--- config.mk ---
export PLATFORM = sky130hd
export DESIGN_NAME = multicycle_ctrl
export DESIGN_NICKNAME = d
export VERILOG_FILES = /design/src/rtl/cpu_ctrl_pkg.sv /design/src/rtl/ctrl_decode.sv /design/src/rtl/multicycle_ctrl.sv
export SDC_FILE = /design/constraint.sdc
export NUM_CORES = 1
export LEC_CHECK = 0
export CAP_MARGIN = 10
export CELL_PAD_IN_SITES_DETAIL_PLACEMENT = 1
export CELL_PAD_IN_SITES_GLOBAL_PLACEMENT = 2
export CORE_ASPECT_RATIO = 1.75
export CORE_MARGIN = 5
export CORE_UTILIZATION = 30
export CTS_CLUSTER_DIAMETER = 40
export DETAILED_ROUTE_END_ITERATION = 16
export PLACE_DENSITY_LB_ADDON = 0.12
export SKIP_LAST_GASP = 1
export SYNTH_ARGS = -nofsm -noshare
export SYNTH_HDL_FRONTEND = slang
export SYNTH_SLANG_ARGS = --single-unit
--- constraint.sdc ---
create_clock -name CLK -period 4 [get_ports CLK]
set_input_delay 0.8 -clock CLK [delete_from_list [all_inputs] [get_ports CLK]]
set_output_delay 0.8 -clock CLK [all_outputs]
set_load 0.03 [all_outputs]
--- src/rtl/cpu_ctrl_pkg.sv ---
// Shared definitions for the multi-cycle CPU control unit: FSM states,
// opcode and ALU encodings, instruction field positions.
package cpu_ctrl_pkg;

  typedef enum logic [3:0] {
    ST_IDLE   = 4'd0,
    ST_FETCH  = 4'd1,
    ST_DECODE = 4'd2,
    ST_EXEC_R = 4'd3,
    ST_EXEC_I = 4'd4,
    ST_ADDR   = 4'd5,
    ST_MEM_RD = 4'd6,
    ST_MEM_WR = 4'd7,
    ST_WB_R   = 4'd8,
    ST_WB_I   = 4'd9,
    ST_WB_MEM = 4'd10,
    ST_BRANCH = 4'd11,
    ST_HALT   = 4'd12
  } state_e;

  localparam logic [3:0] OP_R    = 4'h0;
  localparam logic [3:0] OP_ADDI = 4'h1;
  localparam logic [3:0] OP_LW   = 4'h2;
  localparam logic [3:0] OP_SW   = 4'h3;
  localparam logic [3:0] OP_BEQ  = 4'h4;
  localparam logic [3:0] OP_HALT = 4'hF;

  localparam logic [2:0] ALU_ADD = 3'd0;
  localparam logic [2:0] ALU_SUB = 3'd1;
  localparam logic [2:0] ALU_AND = 3'd2;
  localparam logic [2:0] ALU_OR  = 3'd3;
  localparam logic [2:0] ALU_SLT = 3'd4;

  localparam int OPC_MSB   = 15;
  localparam int OPC_LSB   = 12;
  localparam int RS_MSB    = 11;
  localparam int RS_LSB    = 9;
  localparam int RT_MSB    = 8;
  localparam int RT_LSB    = 6;
  localparam int RD_MSB    = 5;
  localparam int RD_LSB    = 3;
  localparam int FUNCT_MSB = 2;
  localparam int FUNCT_LSB = 0;
  localparam int IMM_MSB   = 5;
  localparam int IMM_LSB   = 0;

  localparam int MEM_TIMEOUT_DEF = 15;

  // Retired-instruction counter sticks at all-ones instead of wrapping.
  function automatic logic [15:0] sat_inc16(input logic [15:0] v);
    if (v == 16'hFFFF) begin
      return v;
    end else begin
      return v + 16'd1;
    end
  endfunction

endpackage

--- src/rtl/ctrl_decode.sv ---
// Moore decode of the control FSM state (plus latched funct) into datapath
// strobes; only BRANCH additionally looks at the ALU zero flag.
module ctrl_decode
  import cpu_ctrl_pkg::*;
(
  input  logic [3:0] state,
  input  logic [2:0] funct,
  input  logic       alu_zero,
  output logic       pc_we,
  output logic       ir_we,
  output logic       pc_src,
  output logic       reg_we,
  output logic       reg_dst,
  output logic       mem_to_reg,
  output logic       mem_re,
  output logic       mem_we,
  output logic       alu_src_b,
  output logic [2:0] alu_op,
  output logic       busy
);

  // Per-state strobe table; everything defaults low.
  always_comb begin
    pc_we      = 1'b0;
    ir_we      = 1'b0;
    pc_src     = 1'b0;
    reg_we     = 1'b0;
    reg_dst    = 1'b0;
    mem_to_reg = 1'b0;
    mem_re     = 1'b0;
    mem_we     = 1'b0;
    alu_src_b  = 1'b0;
    alu_op     = ALU_ADD;
    busy       = 1'b1;
    case (state_e'(state))
      ST_IDLE: busy = 1'b0;
      ST_FETCH: begin
        ir_we = 1'b1;
        pc_we = 1'b1;
      end
      ST_DECODE: busy = 1'b1;
      ST_EXEC_R: alu_op = funct;
      ST_EXEC_I, ST_ADDR: alu_src_b = 1'b1;
      ST_MEM_RD: mem_re = 1'b1;
      ST_MEM_WR: mem_we = 1'b1;
      ST_WB_R: begin
        reg_we  = 1'b1;
        reg_dst = 1'b1;
      end
      ST_WB_I: reg_we = 1'b1;
      ST_WB_MEM: begin
        reg_we     = 1'b1;
        mem_to_reg = 1'b1;
      end
      ST_BRANCH: begin
        alu_op = ALU_SUB;
        pc_we  = alu_zero;
        pc_src = alu_zero;
      end
      ST_HALT: busy = 1'b0;
      default: busy = 1'b0;
    endcase
  end

endmodule

--- src/rtl/multicycle_ctrl.sv ---
// Multi-cycle CPU control unit: state register, latched opcode/funct,
// memory wait counter, sticky status flags and retired-instruction count.
module multicycle_ctrl
  import cpu_ctrl_pkg::*;
#(
  parameter int MEM_TIMEOUT = MEM_TIMEOUT_DEF
) (
  input  logic        CLK,
  input  logic        RST,
  input  logic        START,
  input  logic [15:0] im_data,
  input  logic        alu_zero,
  input  logic        mem_ready,
  output logic        pc_we,
  output logic        ir_we,
  output logic        pc_src,
  output logic        reg_we,
  output logic        reg_dst,
  output logic        mem_to_reg,
  output logic        mem_re,
  output logic        mem_we,
  output logic        alu_src_b,
  output logic [2:0]  alu_op,
  output logic        busy,
  output logic        halted,
  output logic        illegal,
  output logic        bus_err,
  output logic [15:0] instr_cnt
);

  localparam int WAIT_W = $clog2(MEM_TIMEOUT + 1);

  state_e              state_q, state_d;
  logic [3:0]          opcode_q, opcode_d;
  logic [2:0]          funct_q, funct_d;
  logic [WAIT_W-1:0]   wait_q, wait_d;
  logic [15:0]         cnt_q, cnt_d;
  logic                halted_q, halted_d;
  logic                illegal_q, illegal_d;
  logic                bus_err_q, bus_err_d;
  logic                retire_s;

  // Register fields are consumed by the datapath directly, not by control.
  logic unused_fields_s;
  assign unused_fields_s = ^im_data[RS_MSB:RD_LSB];

  // Next-state, field latching, wait counting and retirement.
  always_comb begin
    state_d   = state_q;
    opcode_d  = opcode_q;
    funct_d   = funct_q;
    wait_d    = wait_q;
    halted_d  = halted_q;
    illegal_d = illegal_q;
    bus_err_d = bus_err_q;
    retire_s  = 1'b0;
    case (state_q)
      ST_IDLE: begin
        if (START) begin
          state_d = ST_FETCH;
        end else begin
          state_d = ST_IDLE;
        end
      end
      ST_FETCH: begin
        opcode_d = im_data[OPC_MSB:OPC_LSB];
        funct_d  = im_data[FUNCT_MSB:FUNCT_LSB];
        state_d  = ST_DECODE;
      end
      ST_DECODE: begin
        case (opcode_q)
          OP_R: begin
            if (funct_q > ALU_SLT) begin
              state_d   = ST_HALT;
              illegal_d = 1'b1;
            end else begin
              state_d = ST_EXEC_R;
            end
          end
          OP_ADDI:      state_d = ST_EXEC_I;
          OP_LW, OP_SW: state_d = ST_ADDR;
          OP_BEQ:       state_d = ST_BRANCH;
          OP_HALT: begin
            state_d  = ST_HALT;
            halted_d = 1'b1;
            retire_s = 1'b1;
          end
          default: begin
            state_d   = ST_HALT;
            illegal_d = 1'b1;
          end
        endcase
      end
      ST_EXEC_R: state_d = ST_WB_R;
      ST_EXEC_I: state_d = ST_WB_I;
      ST_ADDR: begin
        wait_d = {WAIT_W{1'b0}};
        if (opcode_q == OP_LW) begin
          state_d = ST_MEM_RD;
        end else begin
          state_d = ST_MEM_WR;
        end
      end
      ST_MEM_RD, ST_MEM_WR: begin
        // A ready on the last permitted cycle still completes the access.
        if (mem_ready) begin
          wait_d = {WAIT_W{1'b0}};
          if (state_q == ST_MEM_RD) begin
            state_d = ST_WB_MEM;
          end else begin
            state_d  = ST_FETCH;
            retire_s = 1'b1;
          end
        end else if (wait_q == WAIT_W'(MEM_TIMEOUT - 1)) begin
          state_d   = ST_HALT;
          bus_err_d = 1'b1;
        end else begin
          wait_d = wait_q + WAIT_W'(1);
        end
      end
      ST_WB_R, ST_WB_I, ST_WB_MEM, ST_BRANCH: begin
        state_d  = ST_FETCH;
        retire_s = 1'b1;
      end
      ST_HALT: state_d = ST_HALT;
      default: state_d = ST_IDLE;
    endcase
    if (retire_s) begin
      cnt_d = sat_inc16(cnt_q);
    end else begin
      cnt_d = cnt_q;
    end
  end

  // Control state and status registers.
  always_ff @(posedge CLK or posedge RST) begin
    if (RST) begin
      state_q   <= ST_IDLE;
      opcode_q  <= 4'h0;
      funct_q   <= 3'd0;
      wait_q    <= {WAIT_W{1'b0}};
      cnt_q     <= 16'd0;
      halted_q  <= 1'b0;
      illegal_q <= 1'b0;
      bus_err_q <= 1'b0;
    end else begin
      state_q   <= state_d;
      opcode_q  <= opcode_d;
      funct_q   <= funct_d;
      wait_q    <= wait_d;
      cnt_q     <= cnt_d;
      halted_q  <= halted_d;
      illegal_q <= illegal_d;
      bus_err_q <= bus_err_d;
    end
  end

  assign halted    = halted_q;
  assign illegal   = illegal_q;
  assign bus_err   = bus_err_q;
  assign instr_cnt = cnt_q;

  ctrl_decode u_decode (
    .state      (state_q),
    .funct      (funct_q),
    .alu_zero   (alu_zero),
    .pc_we      (pc_we),
    .ir_we      (ir_we),
    .pc_src     (pc_src),
    .reg_we     (reg_we),
    .reg_dst    (reg_dst),
    .mem_to_reg (mem_to_reg),
    .mem_re     (mem_re),
    .mem_we     (mem_we),
    .alu_src_b  (alu_src_b),
    .alu_op     (alu_op),
    .busy       (busy)
  );

endmodule

==> impl_metrics.env <==
export IMPL_die_x_microns=69.59
export IMPL_fmax_mhz=314.4
export IMPL_finish_net_count=263
export IMPL_drtIter0Drc=20
export IMPL_end_kind="output pin"
export IMPL_arrival_ns=2.38
export IMPL_gp_congestion=0.7442
export IMPL_synth_top_area_share=0.4564
export IMPL_clock_skew_ns=0.002707
export IMPL_antenna_found_initial=0
export IMPL_n_antenna_cell=0
export IMPL_path_max_fanout=19
export IMPL_die_height_microns=114.3
export IMPL_rsz0062_at_grt="false"
export IMPL_fin_crit_sh=0.7952
export IMPL_numCtsBuffers=5
export IMPL_criticalPathCategory="reg -> out"
export IMPL_setup_viol=0
export IMPL_syn2layout_area_growth_pct=32.82
export IMPL_cp_required_ns=3.20
export IMPL_clock_path_buffers=2
export IMPL_core_area_sq_um=6133
export IMPL_ys_seq_area_frac=0.4564
export IMPL_synth_area_per_cell_sq_um=9.710
export IMPL_grt_max_degree=35
export IMPL_cts_tree="yes"
export IMPL_placed_cell_area_sq_um=2385
export IMPL_die_area_sq_um=7953
export IMPL_slew_headroom=0.6115
export IMPL_hp_class="reg -> reg"
export IMPL_synth_area_leaders="dfrtp_1 46%, xor2_1 5.6%, mux2_2 4.2%"
export IMPL_cts_sinks=34
export IMPL_yosysTopAreaCell="dfrtp_1"
export IMPL_p_leak_nw=1.097
export IMPL_fin_setup_tns_ns=0
export IMPL_start_util=0.3040
export IMPL_io_pins=53
export IMPL_path_buf_inv=2
export IMPL_ctsHoldBuffers=0
export IMPL_path_cells="nand2b_2, nor3_2, buf_4, or2_2, clkdlybuf4s50_1"
export IMPL_clkSlewWorstSetupHoldPaths_ns=0.07
export IMPL_tightest_slew_ns=0.5788
export IMPL_groute_usage_overall=0.1325
export IMPL_cts_max_level=2
export IMPL_synth_seq_cells=34
export IMPL_finalCriticalPeriod_ns=3.181
export IMPL_start_kind="flip-flop"
export IMPL_fin_area_sq_um=2476
export IMPL_synth_edf_count=0
export IMPL_gr_total_overflow=0
export IMPL_drtAntennaViolNets=0
export IMPL_dominantRegCellSynth="dfrtp_1"
export IMPL_syn_cell_area_sq_um=1864
export IMPL_drv_slew=0
export IMPL_dp_hpwl_microns=3672
export IMPL_synth_fp_nets=216
export IMPL_ys_warn_count=0
export IMPL_routedWlPerCell_microns=15.58
export IMPL_peakVddDrop_mv=0.2946
export IMPL_synthCells=192
export IMPL_status="finished, final reports clean"
export IMPL_max_stage_delay_ns=0.71
export IMPL_final_hold_viol_count=0
export IMPL_drc_errors=0
export IMPL_cts_setup_buffers=0
export IMPL_rows=38
export IMPL_num_vias=1597
export IMPL_clk_latency_ns=0.29
export IMPL_via_per_inst=4.991
export IMPL_powerDensity_nw_per_um2=643.4
export IMPL_numPortBuffers=43
export IMPL_cap_violations=0
export IMPL_cts_resized=0
export IMPL_grt_pass1_wl_microns=8355
export IMPL_slowest_stage="dfrtp_1"
export IMPL_ys_async_sr_fraction=1.000
export IMPL_synth_distinct_cells=42
export IMPL_drive_above_1_share=0.1083
export IMPL_clock_root_buffer="clkbuf_8"
export IMPL_cp_top_family="buffers and inverters"
export IMPL_wirelength_microns=4986
export IMPL_dr_pass1_iters=4
export IMPL_grt_pass1_vias=1676
-- per-stage QoR --
step / utilization / power, mW / std cells / worst slack [ns] / hold slack (ns)
after global routing: 0.4037 / 1.719 / 320 / 0.6839 / 0.5034
after global placement: 0.3888 / 1.340 / 312 / 0.9594 / 0.4593
after detailed placement: 0.3888 / 1.345 / 312 / 0.9635 / 0.4667
after CTS: 0.4037 / 1.626 / 320 / 0.7983 / 0.4837
final: 0.4037 / 1.593 / 320 / 0.8191 / 0.4782
after floorplan: - / 1.062 / 192 / 1.498 / 0.4883
-- registers in the layout, indices dropped and copies added (netlist names) --
register   cells
halted         1
opcode_q       4
bus_err        1
wait_q         4
illegal        1
funct_q        3
instr_cnt     16
state_q        4
-- cell families after synthesis --
group,share of synthesized area
AOI/OAI and AO/OA,0.1141
muxes,0.04765
and+or+nand+nor,0.2571
buffers and inverters,0.02953
DFF,0.4564
xor gates and xnor gates,0.07517
adders and majority gates,0.02014
-- layout make-up --
class / count / area (sq um)
clock inverter: 1 / 5.005
sequential: 34 / 850.8
fill: 692 / 3657
multi-input combinational: 146 / 958.4
clock buffer: 7 / 86.33
inverter: 6 / 22.52
tap: 80 / 100.1
timing repair buffer: 46 / 452.9
-- report_power, final --
group	switching [mW]	internal, mW
registers	0.170	0.438
logic	0.395	0.323
clock network	0.128	0.139
-- routing by layer --
layer / up-vias / global-route usage / wire length (microns)
met5: - / 0 / 0
met4: 0 / 0.05476 / 95
met3: 6 / 0.02988 / 203
met2: 34 / 0.2353 / 2576
met1: 783 / 0.1520 / 2111
li1: 774 / - / -
-- Yosys cell counts, types with 2 or more instances --
cell,number
xnor2_1,4
clkbuf_1,2
mux2_2,7
a21o_1,2
nand2_1,17
or2_2,2
dfrtp_1,34
nor3_1,3
o21bai_1,3
a21oi_1,7
nor3_2,3
xor2_1,12
o31ai_1,2
buf_2,2
nand3_1,9
ha_1,3
nand4b_1,2
nand2b_1,3
nand4_1,4
inv_1,6
and4_1,4
and3_1,11
o21ai_0,12
a31oi_1,3
nor2_1,18
-- cells in the final DEF (no fill, tap or decap), drive strengths merged, types with 2 or more instances in the layout --
cell type	instances
clkdlybuf4s50	43
dfrtp	34
nor2	18
nand2	17
o21ai	13
xor2	12
and3	11
nand3	9
mux2	7
a21oi	7
clkbuf	7
nor3	7
inv	6
and4	4
nand4	4
xnor2	4
nand2b	4
a31oi	3
o21bai	3
ha	3
buf	3
nand4b	2
o31ai	2
a21o	2
or2	2
nor2b	2
-- final timing paths --
path / depth (start not counted) / from / to / slack (ns)
worst max-delay path: 5 / state_q[2] / pc_we / 0.82
worst min-delay path: 1 / illegal / illegal / 0.48
worst max register to register: 5 / state_q[2] / instr_cnt[1] / 1.72
worst min register to register: 1 / illegal / illegal / 0.48
max in group asynchronous: 3 / RST / funct_q[1] / 2.73
min in group asynchronous: 3 / RST / bus_err / 0.92
No activity file was read; power rests on OpenSTA's default activity.
